$ cat src/rtl/hdmux_pkg.sv
// Shared constants and channel-state encoding for the registered N-way stream demux.
package hdmux_pkg;

   localparam int unsigned ERR_CNT_W = 8;
   localparam int unsigned DEF_WIDTH = 16;
   localparam int unsigned DEF_WAYS  = 4;

   localparam logic [ERR_CNT_W-1:0] ERR_CNT_MAX = '1;

   typedef enum logic {
      EMPTY = 1'b0,
      FULL  = 1'b1
   } slot_state_e;

   // Saturating increment used by the dropped-transfer counter.
   function automatic logic [ERR_CNT_W-1:0] sat_inc(input logic [ERR_CNT_W-1:0] v);
      return (v == ERR_CNT_MAX) ? v : v + ERR_CNT_W'(1);
   endfunction

endpackage

$ cat src/rtl/h_dmux_n_way_reg_slot.sv
// One-entry holding register for a single demux output channel.
module h_dmux_slot
   import hdmux_pkg::*;
#(
   parameter int unsigned WIDTH = DEF_WIDTH
) (
   input  logic             clk,
   input  logic             rst_n,
   input  logic             load,
   input  logic             drain,
   input  logic [WIDTH-1:0] din,
   output logic             valid,
   output logic [WIDTH-1:0] data
);

   slot_state_e state;

   // A load wins over a drain so a simultaneous drain+load passes through without a bubble.
   always_ff @(posedge clk or negedge rst_n) begin
      if (!rst_n) begin
         state <= EMPTY;
         data  <= '0;
      end else if (load) begin
         state <= FULL;
         data  <= din;
      end else if (drain && (state == FULL)) begin
         state <= EMPTY;
      end
   end

   assign valid = (state == FULL);

endmodule

$ cat src/rtl/h_dmux_n_way_reg.sv
// Registered 1-to-WAYS stream demux with per-channel holding registers and a drop counter.
// Optional broadcast input enabled by defining HDMUX_BCAST_EN.
module h_dmux_n_way_reg
   import hdmux_pkg::*;
#(
   parameter  int unsigned WIDTH = DEF_WIDTH,
   parameter  int unsigned WAYS  = DEF_WAYS,
   localparam int unsigned SEL_W = $clog2(WAYS)
) (
   input  logic                   clk,
   input  logic                   rst_n,
   input  logic                   in_valid,
   output logic                   in_ready,
`ifdef HDMUX_BCAST_EN
   input  logic                   in_bcast,
`endif
   input  logic [WIDTH-1:0]       in_data,
   input  logic [SEL_W-1:0]       in_sel,
   output logic [WAYS-1:0]        out_valid,
   input  logic [WAYS-1:0]        out_ready,
   output logic [WAYS*WIDTH-1:0]  out_data,
   output logic [ERR_CNT_W-1:0]   err_cnt
);

   // One extra bit so WAYS itself is representable when WAYS is a power of two.
   localparam int unsigned CMP_W = SEL_W + 1;

   logic [WAYS-1:0] slot_rdy;
   logic [WAYS-1:0] sel_hot;
   logic [WAYS-1:0] load;
   logic            sel_legal;
   logic            sel_rdy;
   logic            bcast;
   logic            xfer;

`ifdef HDMUX_BCAST_EN
   assign bcast = in_bcast;
`else
   assign bcast = 1'b0;
`endif

   // Select decode; out-of-range selects produce an all-zero one-hot.
   always_comb begin
      slot_rdy = ~out_valid | out_ready;
      sel_hot  = '0;
      for (int unsigned k = 0; k < WAYS; k++) begin
         sel_hot[k] = (in_sel == SEL_W'(k));
      end
   end

   assign sel_legal = (CMP_W'(in_sel) < CMP_W'(WAYS));
   assign sel_rdy   = |(sel_hot & slot_rdy);

   // in_ready never looks at in_valid; illegal selects are always accepted and dropped.
   always_comb begin
      in_ready = 1'b1;
      if (bcast) begin
         in_ready = &slot_rdy;
      end else if (sel_legal) begin
         in_ready = sel_rdy;
      end
   end

   assign xfer = in_valid && in_ready;
   assign load = bcast ? {WAYS{xfer}} : (sel_hot & {WAYS{xfer}});

   always_ff @(posedge clk or negedge rst_n) begin
      if (!rst_n) begin
         err_cnt <= '0;
      end else if (xfer && !bcast && !sel_legal) begin
         err_cnt <= sat_inc(err_cnt);
      end
   end

   for (genvar g = 0; g < WAYS; g++) begin : g_slot
      h_dmux_slot #(
         .WIDTH (WIDTH)
      ) u_slot (
         .clk   (clk),
         .rst_n (rst_n),
         .load  (load[g]),
         .drain (out_ready[g]),
         .din   (in_data),
         .valid (out_valid[g]),
         .data  (out_data[g*WIDTH +: WIDTH])
      );
   end

endmodule

$ cat config.mk
export PLATFORM = sky130hd
export DESIGN_NAME = h_dmux_n_way_reg
export DESIGN_NICKNAME = d
export VERILOG_FILES = /design/src/rtl/hdmux_pkg.sv /design/src/rtl/h_dmux_n_way_reg_slot.sv /design/src/rtl/h_dmux_n_way_reg.sv
export SDC_FILE = /design/constraint.sdc
export NUM_CORES = 1
export LEC_CHECK = 0
export ABC_AREA = 1
export CAP_MARGIN = 10
export CORE_UTILIZATION = 44
export DETAILED_ROUTE_END_ITERATION = 7
export HOLD_SLACK_MARGIN = 0.06
export PLACE_DENSITY_LB_ADDON = 0.3
export SLEW_MARGIN = 40
export SYNTH_ARGS = -nofsm -noshare
export SYNTH_HDL_FRONTEND = slang
export SYNTH_SLANG_ARGS = --single-unit
$ cat constraint.sdc
create_clock -name clk -period 1.5 [get_ports clk]
set_input_delay 0.225 -clock clk [delete_from_list [all_inputs] [get_ports clk]]
set_output_delay 0.225 -clock clk [all_outputs]
set_load 0.02 [all_outputs]
==> results of run 1 <==
## metrics by stage
step	utilization, %	std cells
after global routing	65.7	514
after detailed placement	62.6	497
after global placement	62.6	497
after CTS	65.3	514
final	65.7	514
after floorplan	-	335
## where the power goes
part           internal [uW]  total (uW)  switching, uW
registers               2210        2410            209
logic                    646        1720           1080
clock network           1150        1860            708
total                   4000        5990           1990
## area by class of cell
class | instances | area, um^2
well taps | 77 | 96.3
fillers | 549 | 2220
inverters | 9 | 33.8
clock inverters | 6 | 111
clock buffers | 10 | 138
multi-input cells | 223 | 1060
flip-flops and latches | 68 | 1700
repair buffers | 121 | 1100
## synth_stat cells
cell | n | share of area, %
nand2_1 | 143 | 18
dfrtp_1 | 68 | 57
nand4_1 | 64 | 13
buf_4 | 12 | 3.0
clkbuf_1 | 11 | 1.4
buf_2 | 6 | 1.0
buf_6 | 6 | 2.3
inv_1 | 6 | 0.75
nand3_2 | 4 | 1.3
inv_2 | 2 | 0.25
nor2_4 | 2 | 0.75
clkinv_1 | 1 | 0.13
conb_1 | 1 | 0.13
nand2_4 | 1 | 0.38
nor2_2 | 1 | 0.21
## sequential cells by signal, indices dropped and copies added (netlist names)
| name | flops |
|---|---|
| g_slot.u_slot.valid | 4 |
| g_slot.u_slot.data | 64 |
## logic make-up after synthesis
| family | share of synthesized area, % |
|---|---|
| buffers and inverters | 8.80 |
| flip-flops | 57.0 |
| other | 0.126 |
| AND/OR/NAND/NOR | 34.1 |
## how the worst min path moves through the flow
stage / to / startpoint / slack [ps]
after floorplan: g_slot[0].u_slot.data[0] / rst_n / -70
after global placement: g_slot[0].u_slot.data[8] / rst_n / 270
after detailed placement: g_slot[1].u_slot.data[9] / rst_n / 270
after CTS: g_slot[2].u_slot.data[8] / in_valid / 320
after global routing: g_slot[2].u_slot.data[8] / in_valid / 340
final: g_slot[2].u_slot.data[8] / in_valid / 340
## worst min-delay path, cell delays in order
cell	delay (ps)
buf_2	230
nand4_1	140
nand2_1	50
## cell usage in the layout, fill, tap and decap left out
cell / instances
buf_2: 2
nor2_2: 1
dlygate4sd2_1: 70
clkinvlp_4: 1
bufinv_16: 3
dfrtp_1: 68
clkinv_4: 1
clkinv_2: 1
nor2_4: 2
buf_4: 21
nand2_2: 4
nand3_2: 4
dlygate4sd3_1: 1
inv_1: 5
nand2_1: 139
buf_12: 4
inv_2: 3
nand2_4: 1
clkbuf_8: 10
buf_6: 3
clkinv_1: 1
nand4_1: 64
clkdlybuf4s50_1: 20
conb_1: 8
## metal layers
layer / vias up / wire (um) / GRT usage, %
met5: - / 0 / 0
met4: 0 / 144 / 8.94
met3: 14 / 611 / 4.62
met2: 118 / 3690 / 35.2
met1: 1310 / 3530 / 34.4
li1: 1286 / - / -
## repair_timing
item	4_1_cts	5_1_grt
hold buffers	1	0
resized for setup	77	10
endpoints found under the hold margin	68	0
pin swaps	0	2
endpoints found under the setup margin	136	52
==> impl_metrics.csv, run 1 <==
group,metric,value,unit
status,outcome,"finished with violations",
status,violations,"design-rule violations",
sta,hold_slack,341,ps
critical_path,crit_fanout,2,
yosys,seq_area_frac_synth,57.0,%
finish,nets,457,
critical_path,rr_startpoint,"g_slot[1].u_slot.valid",
place,pre_cts_slack,-574,ps
critical_path,r2r_cells,10,
clock_tree,htreeDepth,3,
yosys,syn_area_per_cell,9.10,um^2
place,hpwl,5.50,mm
yosys,ys_types,15,
yosys,syn_inst,328,
detailed_routing,drc,12,
hold_path,hold_path.class,"input pin to register",
clock_tree,clk_pin_slew,80,ps
global_route,grt_pass1_vias,2552,
clock_tree,cts_inserted_buffers,9,
critical_path,cp-start-kind,"register",
critical_path,cp_data_arrival_time,1200,ps
sta,setup_viol,0,
floorplan,die_y,84.4,um
global_route,antenna_found_initial,0,
detailed_routing,drt-initial-drc-count,191,
global_route,grt_use_total,23.6,%
power_and_ir_drop,p_leak,0.00233,uW
critical_path,crit_top_cell,"nand2_1",
power_and_ir_drop,irDropWorstVdd,0.000740,V
sta,min_period_over_period,95.1,%
critical_path,cp_slowest_cell,"dfrtp_1",
sta,drv_slew,0,
sta,fmax,701,MHz
critical_path,path_cells,"nand2_2 -> nand2_1 -> nand2_1 -> inv_2 -> nand2_4 -> buf_6",
flow_run,max_cap_violations,0,
finish,area_growth,42.1,%
sta,final.setup.worst_slack,73.8,ps
detailed_routing,dr_total_vias,2728,
finish,drive_gt1_share,14.0,%
finish,final_design_area_no_fill,4240,um^2
hold_path,hold_depth,3,
yosys,ys_warn_count,0,
floorplan,ios,102,
place,detailed_place.area,4040,um^2
floorplan,core_area,6460,um^2
detailed_routing,ant_nets,0,
clock_tree,clock_path_buffers,2,
clock_tree,post_cts_buffers,0,
critical_path,critPathCapture,"in_ready",
critical_path,required,1270,ps
critical_path,startpoint,"g_slot[1].u_slot.valid",
floorplan,rows,29,
detailed_routing,drt_pass1_iterations,7,
critical_path,cp_num_buf_inv,2,
critical_path,crit_type,"register to output pin",
floorplan,die_w,84.4,um
detailed_routing,routed_wl,7.98,mm
clock_tree,cts_tree,"done",
critical_path,r2r_slack,100,ps
sta,finalCriticalPeriod,1430,ps
sta,finalSetupTns,0,ps
global_route,grt_max_degree,69,
sta,skew,7.86,ps
critical_path,cp.depth,6,
clock_tree,clockRootBuffer,"clkbuf_8",
global_route,grt_pass1_wl,13.0,mm
sta,finalHoldViolations,0,
detailed_routing,via_per_inst,5.31,
yosys,synth_area,2990,um^2
yosys,synth-seq-cells,68,
clock_tree,insertion_delay,340,ps
power_and_ir_drop,p_total,5990,uW
critical_path,r2r-end,"g_slot[0].u_slot.data[8]",
floorplan,initial_core_util,46.2,%
critical_path,critPathMaxStageDelay,400,ps
critical_path,endpoint_kind,"output pin",
global_route,overflow,0,
finish,n_antenna_cell,0,
power_and_ir_drop,power_density,1410,nW/um^2
place,port_buffers,93,
place,gp_congestion,0.790,
clock_tree,cts_num_sinks,68,
floorplan,die_area,7120,um^2
critical_path,critPathTopFamily,"flip-flops",
detailed_routing,drt-wirelength-per-cell,15.5,um
No activity file was read; power rests on OpenSTA's default activity.
==> inputs of run 2 (changes only) <==
- CORE_ASPECT_RATIO: default -> 0.75
==> run 2 against run 1 <==
The flow now finishes without violations; power down 9.2%; cell area is 1.6% lower; sequential power about the same; global-route usage grew 0.20 points; sequential share of layout area is 0.65 points higher; utilization shrank 0.58 points; final cell count rose by 0.39%; clock skew shrank 2.5 ps; first-iteration DRC count decreased by 35%; clock-buffer cell count grew 3; critical path type is now input pin to output pin; highest routed layer unchanged.
==> impl_metrics.csv, run 2 (synthesis results as in run 1) <==
group,metric,value,unit
clock_tree,cts_inserted_buffers,9,
global_route,antenna_found_initial,0,
place,placed_cells_incl_taps,499,
detailed_routing,drt-initial-drc-count,125,
critical_path,cp_num_buf_inv,4,
detailed_routing,drc,0,
clock_tree,htreeDepth,3,
hold_path,hold_depth,3,
power_and_ir_drop,p_leak,0.00230,uW
clock_tree,clock_path_buffers,2,
sta,rsz0062_at_grt,"no",
critical_path,crit_fanout,4,
floorplan,die_w,97.1,um
finish,layout_commonest_cell,"nand2_1",
global_route,grt_pass1_wl,13.0,mm
finish,fin_cells,516,
floorplan,ios,102,
sta,finalHoldViolations,0,
critical_path,critPathMaxStageDelay,450,ps
critical_path,critPathTopFamily,"buffers and inverters",
finish,top_register,"g_slot.u_slot.data",
critical_path,required,1270,ps
sta,min_period_over_period,96.9,%
detailed_routing,via_per_inst,5.20,
place,port_buffers,93,
critical_path,endpoint_kind,"output pin",
finish,final_design_area_no_fill,4180,um^2
floorplan,die_area,7120,um^2
hold_path,hold_path.class,"input pin to register",
critical_path,cp-start-kind,"input pin",
finish,final_cell_mix,"nand2_1 (138), dlygate4sd2_1 (70), dfrtp_1 (68), nand4_1 (64), clkdlybuf4s50_1 (20)",
sta,finalCriticalPeriod,1450,ps
detailed_routing,drt-wirelength-per-cell,15.5,um
power_and_ir_drop,power_density,1300,nW/um^2
finish,n_antenna_cell,0,
critical_path,cp.depth,8,
place,gp_congestion,0.788,
power_and_ir_drop,irDropWorstVdd,0.000769,V
finish,nets,456,
sta,drv_slew,0,
sta,fmax,688,MHz
sta,skew,5.34,ps
global_route,overflow,0,
floorplan,rows,25,
detailed_routing,ant_nets,0,
clock_tree,clockRootBuffer,"clkbuf_8",
sta,final.setup.worst_slack,47.0,ps
detailed_routing,drt_pass1_iterations,4,
finish,area_growth,39.9,%
critical_path,crit_top_cell,"nand2_2",
detailed_routing,dr_total_vias,2682,
floorplan,die_y,73.3,um
finish,drive_gt1_share,13.3,%
global_route,grt_pass1_vias,2556,
critical_path,cp_slowest_cell,"clkdlybuf4s50_1",
sta,hold_slack,344,ps
place,detailed_place.area,4040,um^2
clock_tree,clk_pin_slew,70,ps
critical_path,path_cells,"clkdlybuf4s50_1 -> inv_1 -> nand2_2 -> nand2_2 -> nand2_2 -> inv_2 -> nand2_4 -> buf_6",
detailed_routing,routed_wl,8.01,mm
sta,worst_pin_slew,521,ps
status,outcome,"complete, no violations",
global_route,grt_use_total,23.8,%
finish,largest_reg_flops,64,
finish,final_util,65.1,%
clock_tree,cts_tree,"done",
critical_path,r2r_cells,10,
global_route,grt_max_degree,25,
floorplan,initial_core_util,46.6,%
clock_tree,cts_num_sinks,68,
flow_run,max_cap_violations,0,
critical_path,crit_type,"input pin to output pin",
critical_path,cp_data_arrival_time,1230,ps
place,hpwl,5.86,mm
clock_tree,insertion_delay,330,ps
critical_path,r2r_slack,90,ps
sta,maxSlewHeadroom,65.3,%
place,pre_cts_slack,-605,ps
sta,setup_viol,0,
floorplan,core_area,6410,um^2
run 2: path summary, 6_finish.rpt:
check	from	endpoint
setup reg to reg	g_slot[3].u_slot.valid	g_slot[1].u_slot.data[3]
max in group asynchronous	rst_n	g_slot[3].u_slot.data[8]
hold / removal	in_valid	g_slot[0].u_slot.data[5]
hold reg to reg	g_slot[3].u_slot.data[0]	g_slot[3].u_slot.data[0]
min in group asynchronous	rst_n	g_slot[2].u_slot.data[4]
setup / recovery	out_ready[3]	in_ready
run 2: worst reg2reg max path, stage by stage (launching register included):
cell and delay, ps:
dfrtp_1 380, nand2_2 110, nand2_2 70, nand2_2 70, inv_2 40, nand2_4 90
buf_12 140, nand3_2 90, buf_4 180, nand2_1 60, nand2_1 60
run 2: final cells by class:
cell class              count  area [um^2]
clock inverters             2         10.0
multi-input cells         223         1060
inverters                   9         33.8
well taps                  81          101
flip-flops and latches     68         1700
repair buffers            120         1110
fillers                   557         2240
clock buffers              13          159
run 2: per-stage QoR:
step	total power [uW]	TNS, ps
2_1_floorplan	3400	0
3_3_place_gp	4390	-30150
3_5_place_dp	4440	-37130
4_1_cts	5460	-11.0
5_1_grt	5730	0
6_report	5440	0
run 2: what timing repair did:
| action | 4_1_cts | 5_1_grt |
|---|---|---|
| gates cloned | 0 | 0 |
| hold buffers | 1 | 0 |
| buffers inserted | 0 | 1 |
| resized for setup | 77 | 10 |
| endpoints found under the hold margin | 18 | 0 |
| pin swaps | 0 | 2 |
| setup endpoints to repair | 137 | 65 |
run 2: where the power goes:
part / internal, uW / switching, uW / leakage, uW
Combinational: 649 / 1070 / 0.00136
Clock: 677 / 626 / 0.0000893
Sequential: 2210 / 215 / 0.000853
run 2: metal layers:
| metal | vias up | routed length [um] | track usage [%] |
|---|---|---|---|
| li1 | 1283 | - | - |
| met1 | 1285 | 3680 | 33.5 |
| met2 | 108 | 3610 | 36.4 |
| met3 | 6 | 648 | 5.99 |
| met4 | 0 | 67 | 7.96 |
| met5 | - | 0 | 0 |
